<file path="src/rtl/instr_encoder_loader.sv">
// rtl/instr_encoder_loader.sv - packs MIPS-subset operations into words and streams them to IM
// Optional checksum output: define INSTR_ENCODER_LOADER_CHECKSUM_EN
module instr_encoder_loader #(
  parameter int          DEPTH     = 1024,
  parameter int          ADDR_W    = 10,
  parameter logic [31:0] BASE_ADDR = 32'h0000_3000
) (
  input  logic              clk,
  input  logic              reset,
  input  logic              start,
  input  logic              in_valid,
  output logic              in_ready,
  input  logic [3:0]        op,
  input  logic [4:0]        rs,
  input  logic [4:0]        rt,
  input  logic [4:0]        rd,
  input  logic [15:0]       imm,
  input  logic [25:0]       target,
  input  logic              last,
  output logic              im_we,
  output logic [31:0]       im_addr,
  output logic [31:0]       im_wdata,
  output logic [ADDR_W:0]   count,
  output logic              busy,
  output logic              done,
`ifdef INSTR_ENCODER_LOADER_CHECKSUM_EN
  output logic [31:0]       checksum,
`endif
  output logic              err
);

  typedef enum logic [1:0] {S_IDLE, S_LOAD, S_DONE, S_ERR} state_t;

  localparam logic [ADDR_W:0] DEPTH_C = (ADDR_W + 1)'(DEPTH);

  state_t            state;
  logic [31:0]       enc;
  logic              legal;
  logic              accept;
  logic [ADDR_W:0]   count_next;

  // Status and flow control are decoded straight from the registered state
  assign in_ready   = (state == S_LOAD) && (count < DEPTH_C);
  assign busy       = (state == S_LOAD);
  assign done       = (state == S_DONE);
  assign accept     = in_valid && in_ready;
  assign count_next = count + 1'b1;

  // Field packing for each operation class; ops 12-15 are flagged illegal
  always_comb begin
    enc   = 32'h0;
    legal = 1'b1;
    case (op)
      4'd0:    enc = 32'h0;
      4'd1:    enc = {6'h00, rs, rt, rd, 5'h00, 6'h20};
      4'd2:    enc = {6'h00, rs, rt, rd, 5'h00, 6'h22};
      4'd3:    enc = {6'h0D, rs, rt, imm};
      4'd4:    enc = {6'h0F, 5'h00, rt, imm};
      4'd5:    enc = {6'h23, rs, rt, imm};
      4'd6:    enc = {6'h2B, rs, rt, imm};
      4'd7:    enc = {6'h04, rs, rt, imm};
      4'd8:    enc = {6'h02, target};
      4'd9:    enc = {6'h03, target};
      4'd10:   enc = {6'h00, rs, 15'h0000, 6'h08};
      4'd11:   enc = {6'h00, rs, 5'h00, rd, 5'h00, 6'h09};
      default: legal = 1'b0;
    endcase
  end

  // Load FSM: write pulse trails the accept by one cycle, count advances at the accept edge
  always_ff @(posedge clk) begin
    if (reset) begin
      state    <= S_IDLE;
      im_we    <= 1'b0;
      im_addr  <= 32'h0;
      im_wdata <= 32'h0;
      count    <= '0;
      err      <= 1'b0;
`ifdef INSTR_ENCODER_LOADER_CHECKSUM_EN
      checksum <= 32'h0;
`endif
    end else begin
      im_we <= 1'b0;
      case (state)
        S_LOAD: begin
          if (accept) begin
            if (!legal) begin
              err   <= 1'b1;
              state <= S_ERR;
            end else begin
              im_we    <= 1'b1;
              im_addr  <= BASE_ADDR + (32'(count) << 2);
              im_wdata <= enc;
              count    <= count_next;
`ifdef INSTR_ENCODER_LOADER_CHECKSUM_EN
              checksum <= checksum ^ enc;
`endif
              if (last) begin
                state <= S_DONE;
              end else if (count_next == DEPTH_C) begin
                state <= S_ERR;
                err   <= 1'b1;
              end
            end
          end
        end
        default: begin
          if (start) begin
            state <= S_LOAD;
            count <= '0;
            err   <= 1'b0;
`ifdef INSTR_ENCODER_LOADER_CHECKSUM_EN
            checksum <= 32'h0;
`endif
          end
        end
      endcase
    end
  end

endmodule

</file>
<file path="config.mk">
export PLATFORM = sky130hd
export DESIGN_NAME = instr_encoder_loader
export DESIGN_NICKNAME = d
export VERILOG_FILES = /design/src/rtl/instr_encoder_loader.sv
export SDC_FILE = /design/constraint.sdc
export NUM_CORES = 1
export LEC_CHECK = 0
export CAP_MARGIN = 10
export CORE_ASPECT_RATIO = 0.7
export CORE_MARGIN = 2
export CORE_UTILIZATION = 37
export DETAILED_ROUTE_END_ITERATION = 7
export HOLD_SLACK_MARGIN = 0.08
export PLACE_DENSITY = 0.78
export SLEW_MARGIN = 20
export SYNTH_ARGS = -nofsm -noshare
export SYNTH_HDL_FRONTEND = slang
export SYNTH_SLANG_ARGS = --single-unit
export TNS_END_PERCENT = 100
</file>
<file path="constraint.sdc">
create_clock -name clk -period 1.9 [get_ports clk]
set_input_delay 0.38 -clock clk [delete_from_list [all_inputs] [get_ports clk]]
set_output_delay 0.38 -clock clk [all_outputs]
set_load 0.1 [all_outputs]
</file>
==> results of run 1 <==
## power by group
group / internal [mW] / switching [mW] / total [mW]
Combinational: 0.284 / 0.532 / 0.816
Sequential: 1.23 / 0.0158 / 1.25
Clock: 1.18 / 0.561 / 1.74
Total: 2.69 / 1.11 / 3.80
## metrics by stage
stage | setup WS, ns | total power, mW
floorplan | 0.0702 | 1.79
global placement | -0.455 | 2.05
detailed placement | -0.528 | 2.06
CTS | 0.0635 | 3.83
global route | 0.0545 | 3.92
finish | 0.0289 | 3.80
## what timing repair did
action                                  4_1_cts  5_1_grt
cloned                                        1        0
pin swaps                                     4        7
endpoints found under the hold margin         0        0
buffers inserted                              1        2
resized for setup                             8        6
endpoints found under the setup margin       52       17
## cell usage in the layout, fill, tap and decap left out, types with 3 or more instances in the layout
| master | synthesis | routed |
|---|---|---|
| sky130_fd_sc_hd__buf_4 | 21 | 77 |
| sky130_fd_sc_hd__clkdlybuf4s50_1 | 0 | 62 |
| sky130_fd_sc_hd__nand2_1 | 52 | 51 |
| sky130_fd_sc_hd__dfxtp_1 | 58 | 50 |
| sky130_fd_sc_hd__a21oi_1 | 44 | 42 |
| sky130_fd_sc_hd__buf_12 | 0 | 24 |
| sky130_fd_sc_hd__o21ai_0 | 23 | 22 |
| sky130_fd_sc_hd__conb_1 | 1 | 20 |
| sky130_fd_sc_hd__nand3_1 | 18 | 18 |
| sky130_fd_sc_hd__nor2_1 | 11 | 10 |
| sky130_fd_sc_hd__a32oi_1 | 9 | 9 |
| sky130_fd_sc_hd__clkbuf_16 | 0 | 9 |
| sky130_fd_sc_hd__inv_1 | 7 | 7 |
| sky130_fd_sc_hd__a21o_1 | 7 | 7 |
| sky130_fd_sc_hd__and2_1 | 6 | 6 |
| sky130_fd_sc_hd__nor3b_1 | 6 | 6 |
| sky130_fd_sc_hd__a222oi_1 | 5 | 5 |
| sky130_fd_sc_hd__a22oi_1 | 5 | 5 |
| sky130_fd_sc_hd__a211oi_1 | 5 | 5 |
| sky130_fd_sc_hd__nor3_1 | 4 | 4 |
| sky130_fd_sc_hd__nand4_1 | 4 | 4 |
| sky130_fd_sc_hd__ha_1 | 5 | 4 |
| sky130_fd_sc_hd__dfxtp_4 | 0 | 4 |
| sky130_fd_sc_hd__dfxtp_2 | 0 | 4 |
| sky130_fd_sc_hd__nand2_2 | 2 | 3 |
| sky130_fd_sc_hd__o211ai_1 | 3 | 3 |
| sky130_fd_sc_hd__and3_1 | 3 | 3 |
| sky130_fd_sc_hd__a311oi_1 | 3 | 3 |
## cell usage after synthesis (all sizes together) (2+ instances only)
cell and n:
a21o 7, o21ai 23, nand2 54, or3 2, a22oi 5, nor4b 2, nand3 18, dfxtp 58
buf 28, and2 6, a222oi 5, nor3b 6, nand2b 2, o21a 2, nor3 4, o211ai 3
inv 7, nand4 4, nand4b 2, nor2 12, a21oi 44, a32oi 9, a211oi 6, ha 5
a22o 2, nor4 2, nor2b 3, a31oi 2, clkbuf 21, and3 3, a41oi 2, a311oi 3
## state kept, by name (all words and copies together) (netlist names)
signal	flops
im_we	1
err	1
im_wdata	31
count	11
state	2
im_addr	12
## cells by family (layout without fill, tap and decap cells)
family,after synthesis,count (layout),share of synthesized area [%]
buffers and inverters,56,190,10.2
muxes,1,1,0.382
AOI/OAI and AO/OA,118,118,25.9
adders and majority gates,5,5,2.12
DFF,58,58,39.4
and+or+nand+nor,123,124,21.5
xor gates and xnor gates,1,1,0.298
other,1,20,0.127
## cell type report
type,instances,share of cell area [%]
clock buffer,11,4.90
clock inverter,5,1.56
inverter,7,0.530
multi-input combinational,269,32.2
sequential,58,23.8
tap,101,2.55
timing repair buffer,167,34.4
## metal layers
| metal | wire [um] | part of all wire (%) |
|---|---|---|
| met5 | 0 | 0 |
| met3 | 721 | 7.3 |
| met2 | 4650 | 47 |
| met4 | 167 | 1.7 |
| met1 | 4340 | 44 |
## worst paths after layout
check	from	to	slack, ns	cells past startpoint
setup / recovery	in_valid	err	0.03	5
hold / removal	reset	count[4]	0.39	2
setup reg to reg	state[1]	count[8]	0.20	5
hold reg to reg	im_wdata[20]	im_wdata[20]	0.45	2
## critical path, delay by kind of cell
family          cells  cell delay, ns
buf+inv             2            0.86
simple gates        2            0.70
compound gates      1            0.16
==> out/results.md, run 1 <==
| Item | Value |
|:---|:---|
| Result of the run | finished, final reports clean |
| Flip-flop and latch count after synthesis | 58 |
| Setup violators final | 0 |
| Yosys warning count | 0 |
| Arrival time worst endpoint | 2.12 ns |
| Setup Total Neg Slack | 0 ns |
| Vias per cell | 5.33 |
| Met3 track demand over resource in global routing | 5.87% |
| Max-cap violations | 0 |
| Area share of the largest cell type after synthesis | 39.4% |
| Number of I/O port buffers | 125 |
| Multi-input logic area | 1600 um2 |
| Worst-margin pin slew | 0.565 ns |
| Largest stage delay on the critical path | 0.62 ns |
| Worst Skew | 0.00325 ns |
| Cts hold-fix bufs | 0 |
| Number of placement rows | 27 |
| Antenna violations before repair | 0 |
| Core area | 7800 um2 |
| Post-synthesis sequential area ratio | 39.4% |
| Post-DRT Antenna Nets | 0 |
| Share of post-route cells with drive strength above 1 | 28.0% |
| Number of unique standard cell types used by synthesis | 50 |
| Static power due to leakage | 1.94 nW |
| Initial cell density of the core | 37.7% |
| Leading area contributor after synthesis | sky130_fd_sc_hd__dfxtp_1 |
| Routability congestion estimate from global placement | 0.863 |
| Count of inserted antenna diode cells | 0 |
| Required time worst endpoint | 2.14 ns |
| Post-detailed-placement cell area | 4580 um2 |
| Global-route wire length before repair | 15700 um |
| Global-route track usage on met2 | 36.4% |
| # H-tree levels | 3 |
| Largest net degree at the start of global routing | 33 |
| Number of cells produced by synthesis | 363 |
| Leading register cell type out of synthesis | sky130_fd_sc_hd__dfxtp_1 |
| Final standard cell utilization of the core | 63.5% |
| Number of cells after detailed placement | 598 |
| Top Usage Layer GRT | met2 |
| Cell types occupying the most area after synthesis | sky130_fd_sc_hd__dfxtp_1 39%, sky130_fd_sc_hd__a21oi_1 7.5%, sky130_fd_sc_hd__nand2_1 6.6% |
| Sum of net half-perimeters after detailed placement | 7190 um |
| DIE AREA | 8700 um2 |
| Worst hold-check slack | 0.386 ns |
| Fin. max-slew vios | 0 |
| Power density over the cells | 767 nW/um2 |
| TritonRoute pass-1 iters | 5 |
| List of cells traversed by the critical path | clkdlybuf4s50_1, inv_1, nor4_1, nand2b_1, o21ai_0 |
| Number of synthesized flops with an enable pin | 0 |
| RSZ-0062 raised after global routing | no |
| Via count of the first global-routing pass | 3154 |
| Worst relative slew slack | 62.0% |
| Min Clock Period, post-route | 1.87 ns |
| Number of design rule violations left after detail routing | 0 |
| Kind of launch point of the worst setup path | input port |
| CTS tree | built |
| Insertion delay to the later sink of the worst-skew pair | 0.32 ns |
| Number of buffers on the longest clock path | 2 |
| Number of placed I/O pins | 146 |
| Worst hold path class | input port to register |
| CTS clock-pin slew for the worst setup and hold paths | 0.05 ns |
| Netlist area before placement | 2940 um2 |
| Critical path's slowest cell | sky130_fd_sc_hd__clkdlybuf4s50_1 |
| Post-synthesis average cell area | 8.11 um2 |
| Maximum achievable frequency | 534 MHz |
| Area used by sequential logic in the layout | 1180 um2 |
| Layout area overhead | 68.4% |
| Count of fill cells added during filler insertion | 647 |
| Number of hold-slack violations in the final timing report | 0 |
| Final standard cell count with taps included and fillers excluded | 618 |
| Fin crit share | 98.5% |
| DRC marker count from the first detailed-route iteration | 242 |
| Post-route cell area | 4960 um2 |
| Largest fanout on the critical path | 5 |
| Master cell of the clock root buffer | sky130_fd_sc_hd__clkbuf_16 |
| All-layer global routing usage | 22.3% |
| Number of clock sinks seen by CTS | 58 |
| GR met1 Demand/Resource | 28.1% |
| Final WL | 9880 um |
| Vertical die dimension | 78.6 um |
| Width of the die | 111 um |
| Number of nets in the final layout | 583 |
| Peak VDD IR | 0.432 mV |
| Via count | 3297 |
| Total overflow reported by the global router | 0 |
| Type of destination of the critical path | register |
| Kind of critical path | input port to register |
| Async set or reset register ratio after synthesis | 0% |
| WL/cell | 16.0 um |
| Total clock buffers created by CTS | 9 |
No activity file was read; power rests on OpenSTA's default activity.
==> run 2: changes to the inputs <==
- SLEW_MARGIN: 20 -> unset
==> results of run 2 <==
No change in the layout: final DEF, timing and power equal those of run 1.
==> run 3: changes to the inputs <==
- MAX_ROUTING_LAYER: unset -> met4
==> out/results.md, run 3 (synthesized netlist as in run 1, its figures left out) <==
| Item | Value |
|:---|:---|
| Number of placement rows | 27 |
| Number of cells after detailed placement | 599 |
| Number of hold-slack violations in the final timing report | 0 |
| Width of the die | 111 um |
| Number of nets in the final layout | 581 |
| Number of buffers on the longest clock path | 2 |
| Reg-to-reg slack, setup | 0.22 ns |
| Count of inserted antenna diode cells | 0 |
| Via count of the first global-routing pass | 3155 |
| Kind of launch point of the worst setup path | input port |
| Setup Total Neg Slack | 0 ns |
| Final standard cell count with taps included and fillers excluded | 616 |
| DRC marker count from the first detailed-route iteration | 223 |
| Fin. max-slew vios | 0 |
| Result of the run | finished, final reports clean |
| CTS tree | built |
| Total overflow reported by the global router | 0 |
| Master cell of the clock root buffer | sky130_fd_sc_hd__clkbuf_16 |
| Leading cell type in the layout, fill and taps excluded | sky130_fd_sc_hd__buf_4 |
| Count of fill cells added during filler insertion | 667 |
| Min Clock Period, post-route | 1.83 ns |
| Worst Skew | 0.00443 ns |
| Number of clock sinks seen by CTS | 58 |
| Largest net degree at the start of global routing | 33 |
| Required time worst endpoint | 2.14 ns |
| Via count | 3299 |
| Commonest non-fill, non-tap cells in the layout | 76 x sky130_fd_sc_hd__buf_4, 62 x sky130_fd_sc_hd__clkdlybuf4s50_1, 52 x sky130_fd_sc_hd__nand2_1 |
| Final WL | 9830 um |
| RSZ-0062 raised after global routing | yes |
| Maximum achievable frequency | 546 MHz |
| Post-DRT Antenna Nets | 0 |
| Insertion delay to the later sink of the worst-skew pair | 0.33 ns |
| Worst hold path class | input port to register |
| Setup violators final | 0 |
| Sum of net half-perimeters after detailed placement | 7270 um |
| # H-tree levels | 3 |
| Arrival time worst endpoint | 2.07 ns |
| TritonRoute pass-1 iters | 5 |
| Peak VDD IR | 0.567 mV |
| Core area | 7800 um2 |
| Number of design rule violations left after detail routing | 0 |
| Largest fanout on the critical path | 8 |
| Global-route wire length before repair | 15700 um |
| Layout area overhead | 66.9% |
| WL/cell | 16.0 um |
| Number of I/O port buffers | 125 |
| Largest registers | im_wdata x31, im_addr x12, count x11 |
| Fin crit share | 96.4% |
| Power density over the cells | 762 nW/um2 |
| Static power due to leakage | 1.93 nW |
| Final worst setup slack | 0.0684 ns |
| CTS clock-pin slew for the worst setup and hold paths | 0.05 ns |
| Antenna violations before repair | 0 |
| Number of buffers added for setup after CTS | 0 |
| Initial cell density of the core | 37.7% |
| Pre-CTS WS | -0.528 ns |
| Worst hold-check slack | 0.386 ns |
| Share of post-route cells with drive strength above 1 | 26.6% |
| Vertical die dimension | 78.6 um |
| DIE AREA | 8700 um2 |
| Worst-margin pin slew | 0.500 ns |
| Worst relative slew slack | 66.3% |
| Final standard cell utilization of the core | 63.0% |
| Number of placed I/O pins | 146 |
| Cts hold-fix bufs | 0 |
| Register name with the most flops | im_wdata |
| Type of destination of the critical path | register |
| Number of flip-flops in the largest register | 31 |
| Total clock buffers created by CTS | 9 |
| Max-cap violations | 0 |
| All-layer global routing usage | 22.9% |
| Vias per cell | 5.36 |
| Kind of critical path | input port to register |
| Routability congestion estimate from global placement | 0.856 |
-- run 3: changes by cell type in the layout (fill, tap and decap cells not counted), sizes merged --
cell	change
buf	-2
bufinv	-1
dlygate4sd2	+2
clkbuf	-1
-- run 3: worst paths after layout --
kind                            startpoint         end  depth (start not counted)
worst max register to register    count[0]         err                          5
worst min register to register  im_addr[7]  im_addr[7]                          2
worst max-delay path                 op[2]    count[5]                          6
worst min-delay path                 reset   count[10]                          2
-- run 3: per-stage QoR --
step | instance area [um2] | power [mW]
2_1_floorplan | 3040 | 1.79
3_3_place_gp | 4590 | 2.05
3_5_place_dp | 4590 | 2.06
4_1_cts | 4910 | 3.76
5_1_grt | 4910 | 3.86
6_report | 4910 | 3.74
-- run 3: area by class of cell --
| cell class | instances | area (um2) | share of cell area (%) |
|---|---|---|---|
| clock buffers | 12 | 268 | 5.45 |
| clock inverters | 4 | 47.5 | 0.967 |
| inverters | 7 | 26.3 | 0.535 |
| multi-input cells | 269 | 1570 | 32.0 |
| flip-flops and latches | 58 | 1180 | 24.0 |
| well taps | 101 | 126 | 2.57 |
| repair buffers | 165 | 1690 | 34.5 |
-- run 3: routing by layer --
metal	vias up	routed length (um)	global-route usage, %	share of wire, %
met2	144	4500	36.0	46
met4	0	176	7.12	1.8
li1	1572	-	-	-
met3	22	741	5.95	7.5
met5	-	0	-	0
met1	1561	4420	29.2	45
-- run 3: repair_timing --
action / CTS / global route
setup endpoints to repair: 52 / 3
pin swaps: 2 / 0
gates resized for setup: 4 / 0
gates cloned: 1 / 0
-- run 3: critical path, cell delays in order --
cell and delay, ns:
sky130_fd_sc_hd__dlygate4sd2_1 0.27, sky130_fd_sc_hd__ha_2 0.21, sky130_fd_sc_hd__or4b_4 0.59, sky130_fd_sc_hd__nor2_4 0.28, sky130_fd_sc_hd__a21oi_1 0.11, sky130_fd_sc_hd__a211oi_1 0.23
-- run 3: power by group --
group	switching (mW)	leakage, nW	internal (mW)
Sequential	0.0158	0.474	1.23
Clock	0.570	0.154	1.12
Combinational	0.527	1.30	0.277
